$ cat src/rtl/fft_pkg.sv
// Shared FFT datapath definitions: default sample width, frame geometry and
// the complex sample type used by the serial-to-parallel front end.
package fft_pkg;

  localparam int DATA_WIDTH_DEF = 21;
  localparam int GROUPS_DEF     = 2048;

  // A single-group frame still needs a one-bit label to stay a legal vector.
  function automatic int label_width(input int groups);
    return (groups > 1) ? $clog2(groups) : 1;
  endfunction

  localparam int LABEL_W_DEF = label_width(GROUPS_DEF);

  typedef struct packed {
    logic signed [DATA_WIDTH_DEF-1:0] re;
    logic signed [DATA_WIDTH_DEF-1:0] im;
  } cplx_t;

endpackage

$ cat src/rtl/fft4_s2p_packer.sv
// Packs a serial complex stream into 4-sample groups for a radix-4 FFT stage,
// labelling each group with its index within the frame.
module fft4_s2p_packer
  import fft_pkg::*;
#(
  parameter int DATA_WIDTH = DATA_WIDTH_DEF,
  parameter int GROUPS     = GROUPS_DEF,
  localparam int LABEL_W   = label_width(GROUPS)
) (
  input  logic                         clk,
  input  logic                         rst_n,
  input  logic                         in_valid,
  input  logic                         in_sop,
  input  logic signed [DATA_WIDTH-1:0] in_r,
  input  logic signed [DATA_WIDTH-1:0] in_i,
  output logic                         valid,
  output logic        [LABEL_W-1:0]    lable,
  output logic signed [DATA_WIDTH-1:0] x0_r,
  output logic signed [DATA_WIDTH-1:0] x0_i,
  output logic signed [DATA_WIDTH-1:0] x1_r,
  output logic signed [DATA_WIDTH-1:0] x1_i,
  output logic signed [DATA_WIDTH-1:0] x2_r,
  output logic signed [DATA_WIDTH-1:0] x2_i,
  output logic signed [DATA_WIDTH-1:0] x3_r,
  output logic signed [DATA_WIDTH-1:0] x3_i,
  output logic                         frame_done,
  output logic                         sop_err
);

  typedef struct packed {
    logic signed [DATA_WIDTH-1:0] re;
    logic signed [DATA_WIDTH-1:0] im;
  } smp_t;

  localparam logic [LABEL_W-1:0] LAST_GRP = LABEL_W'(GROUPS - 1);

  smp_t               cap0_p0, cap1_p0, cap2_p0;
  logic [1:0]         slot;
  logic [LABEL_W-1:0] grp;
  logic [1:0]         eff_slot;
  smp_t               cur;

  // A start-of-packet always lands in slot 0, abandoning any partial group.
  always_comb begin
    eff_slot = in_sop ? 2'd0 : slot;
    cur.re   = in_r;
    cur.im   = in_i;
  end

  always_ff @(posedge clk) begin
    if (rst_n) begin
      slot       <= 2'd0;
      grp        <= '0;
      cap0_p0    <= '0;
      cap1_p0    <= '0;
      cap2_p0    <= '0;
      valid      <= 1'b0;
      frame_done <= 1'b0;
      sop_err    <= 1'b0;
      lable      <= '0;
      x0_r <= '0; x0_i <= '0; x1_r <= '0; x1_i <= '0;
      x2_r <= '0; x2_i <= '0; x3_r <= '0; x3_i <= '0;
    end else begin
      valid      <= 1'b0;
      frame_done <= 1'b0;
      sop_err    <= in_valid & in_sop & (slot != 2'd0);
      lable      <= '0;
      x0_r <= '0; x0_i <= '0; x1_r <= '0; x1_i <= '0;
      x2_r <= '0; x2_i <= '0; x3_r <= '0; x3_i <= '0;

      if (in_valid) begin
        slot <= eff_slot + 2'd1;
        if (in_sop)
          grp <= '0;
        case (eff_slot)
          2'd0: cap0_p0 <= cur;
          2'd1: cap1_p0 <= cur;
          2'd2: cap2_p0 <= cur;
          default: begin
            // p1: slot-3 sample joins the captured three on the output registers
            valid      <= 1'b1;
            lable      <= grp;
            frame_done <= (grp == LAST_GRP);
            grp        <= (grp == LAST_GRP) ? '0 : grp + LABEL_W'(1);
            x0_r <= cap0_p0.re; x0_i <= cap0_p0.im;
            x1_r <= cap1_p0.re; x1_i <= cap1_p0.im;
            x2_r <= cap2_p0.re; x2_i <= cap2_p0.im;
            x3_r <= cur.re;     x3_i <= cur.im;
          end
        endcase
      end
    end
  end

endmodule

$ cat config.mk
export PLATFORM = sky130hd
export DESIGN_NAME = fft4_s2p_packer
export DESIGN_NICKNAME = d
export VERILOG_FILES = /design/src/rtl/fft_pkg.sv /design/src/rtl/fft4_s2p_packer.sv
export SDC_FILE = /design/constraint.sdc
export NUM_CORES = 1
export LEC_CHECK = 0
export CORE_MARGIN = 2
export CORE_UTILIZATION = 45
export CTS_CLUSTER_SIZE = 8
export DETAILED_ROUTE_END_ITERATION = 8
export GPL_TIMING_DRIVEN = 0
export MAX_ROUTING_LAYER = met4
export PLACE_DENSITY = 0.75
export SYNTH_ARGS = -nofsm -noshare
export SYNTH_HDL_FRONTEND = slang
export SYNTH_SLANG_ARGS = --single-unit
$ cat constraint.sdc
create_clock -name clk -period 1.98 [get_ports clk]
set_input_delay 0.594 -clock clk [delete_from_list [all_inputs] [get_ports clk]]
set_output_delay 0.594 -clock clk [all_outputs]
set_load 0.03 [all_outputs]
==> flow_summary.ini <==
[outcome]
status = completed

[timing]
min_period_ns = 1.92
fin_ws_ns = 0.0604
hold_violations = 0
min_period_over_period = 0.969
skew_ns = 0.0123
finalSetupViolCount = 0
finalMaxSlewViolations = 0
max_freq_mhz = 521
hold_ws_ns = 0.446
max_slew.worst_pin.slew_ns = 0.668
rsz0062_at_grt = no
maxSlewHeadroom = 0.555

[worst_setup_path]
critical_path.startpoint = rst_n
path_class = in2reg
r2r_slack_ns = 0.14
cp.required_ns = 2.34
r2r_cells = 7
cp.arrival_ns = 2.28
r2r-end = cap0_p0[8]$_SDFFE_PP0P_
cp_max_fo = 10
r2r_start = slot[0]$_SDFFE_PP0P_
end_kind = flip-flop
critPathLaunchType = primary input

[power_and_ir_drop]
powerDensity_mw_per_mm2 = 1020
p_leak_nw = 6.19
vdd_ir_drop_max_uv = 728

[cells_and_area]
final_cell_mix = dfxtp_1 (321), nand2_1 (260), dlygate4sd2_1 (183), and2_1 (179), a21oi_1 (127)
postLayoutCoreUtil = 0.626
num_antenna_cells = 0
drive_gt1_frac = 0.0889
syn_to_final_growth_pct = 36.4
nets = 1343
final_cell_area_mm2 = 0.0137
mostFrequentLayoutCell = dfxtp_1

[detailed_routing]
routed_wl_mm = 25.1
drcViolationCount = 0
wire_per_inst_um = 16.0
drt-initial-drc-count = 330
vias = 7551
ant_nets = 0
dr.pass1.iters = 5
vias_per_cell = 4.80

[synth]
netlist_area_mm2 = 0.0100
synthCells = 1016
synth_top_area_frac = 0.641
syn_nets = 1067
yosysSeqAreaShare = 0.641
ys.flop_type = dfxtp_1
synth-seq-cells = 321
synth_edf_count = 0
yosys.cell_types.count = 41
avgSynthCellArea_um2 = 9.86
yosysTopAreaCell = dfxtp_1
yosys_warnings = 0
synth.area.top_cells = dfxtp_1 (64%), and2_1 (11%), nand2_1 (9.7%)
synthArstFlopShare = 0

[grt]
grt_max_degree = 12
grt_pass1_wl_mm = 39.8
grt_overflow = 0
track_usage = 0.218
grt_pass1_vias = 7428
antenna_found_initial = 0

[hold_path]
holdPathEnd = cap1_p0[17]$_SDFFE_PP0P_
hold_start = cap1_p0[17]$_SDFFE_PP0P_
hold_depth = 2
hold_path_class = reg2reg

[clock_network]
root_buffer = clkbuf_16
htreeDepth = 2
cts_sinks = 321
cts_made_buffers = 46
cts_buffer_depth = 3
path_clk_slew_ns = 0.05
cts_tree = built
worstSkewPairLatency_ns = 0.52
holdBufCountCts = 0

[floorplan]
die_area_mm2 = 0.0235
dieWidth_um = 153
io_pins = 228
fp.dieH_um = 153
fp-row-count = 54
start_util = 0.459
core_area_mm2 = 0.0218

[place]
postPlaceCellArea_mm2 = 0.0126
dpl.hpwl_mm = 17.1
place.gp.congestion = 0.841
port_buffers = 226
preCtsSetupSlack_ns = -1.05

[job]
cap_violations = 0
## layout make-up
class                   instances  area (um2)
fillers                      1883        8160
clock inverters                 2        17.5
inverters                       3        11.3
repair buffers                230        2060
plain buffers                  61         403
multi-input cells             629        3220
flip-flops and latches        321        6430
clock buffers                  48        1180
well taps                     280         350
## Yosys cell counts (all sizes together) (2+ instances only)
master / count
dfxtp: 321
nand2: 261
and2: 181
a21oi: 127
buf: 41
clkbuf: 22
nor2: 14
ha: 5
xnor2: 5
nand4: 4
nor4: 4
and4: 3
inv: 3
nor3: 3
o21ai: 3
xor2: 3
nand3: 2
## metal layers
metal  wire length (um)  vias up  global-route usage  share of wire
met4                558        0              0.0657          0.022
met1              11000     3527               0.271           0.44
met2              12100      228               0.362           0.48
li1                   -     3754                   -              -
met3               1450       42              0.0434          0.058
met5                  0        -                   -              0
## sequential cells by signal, summed over array words and instances (netlist names)
signal	cells
lable	11
cap0_p0	42
x2_r	21
frame_done	1
x0_r	21
cap2_p0	42
x0_i	21
x3_r	21
slot	2
cap1_p0	42
valid	1
sop_err	1
x3_i	21
grp	11
x1_i	21
x1_r	21
x2_i	21
## how the worst max path moves through the flow
stage                                          end  slack (ns)  cells after the start
after floorplan                lable[7]$_SDFF_PP0_        0.07                      7
after detailed placement        x3_i[8]$_SDFF_PP0_       -1.05                      7
final                     cap0_p0[32]$_SDFFE_PP0P_        0.06                      5
after global routing      cap0_p0[19]$_SDFFE_PP0P_       0.004                      8
after global placement          x3_i[8]$_SDFF_PP0_       -1.04                      7
after CTS                 cap1_p0[16]$_SDFFE_PP0P_        0.02                      5
## stage by stage
stage	setup TNS [ns]	power [mW]	cells
after floorplan	0	7.10	1016
after global placement	-255.79	7.41	1522
after detailed placement	-265.47	7.42	1522
after CTS	0	14.0	1574
after global routing	0	14.4	1574
final	0	13.9	1574
## where the power goes
group,internal (mW),switching (mW)
clock,4.14,2.46
sequential,6.60,0.0478
combinational,0.239,0.402
## repair_timing
item                                   4_1_cts  5_1_grt
buffers inserted                             2        2
setup endpoints to repair                  486      102
gates resized for setup                    190       18
pin swaps                                    1        1
endpoints found under the hold margin        0        0
## critical path: stages
cell and delay, ns:
clkdlybuf4s50_1 0.55, buf_2 0.27, buf_2 0.31, clkbuf_1 0.46, a21oi_1 0.08
## cells by family after synthesis
logic type                 share of synthesized area
buffers and inverters                         0.0388
AOI/OAI and AO/OA                             0.0738
xor gates and xnor gates                     0.00699
DFF                                            0.641
and+or+nand+nor                                0.233
adders and majority gates                    0.00624
Note: power is estimated with default switching activity, not from simulation.
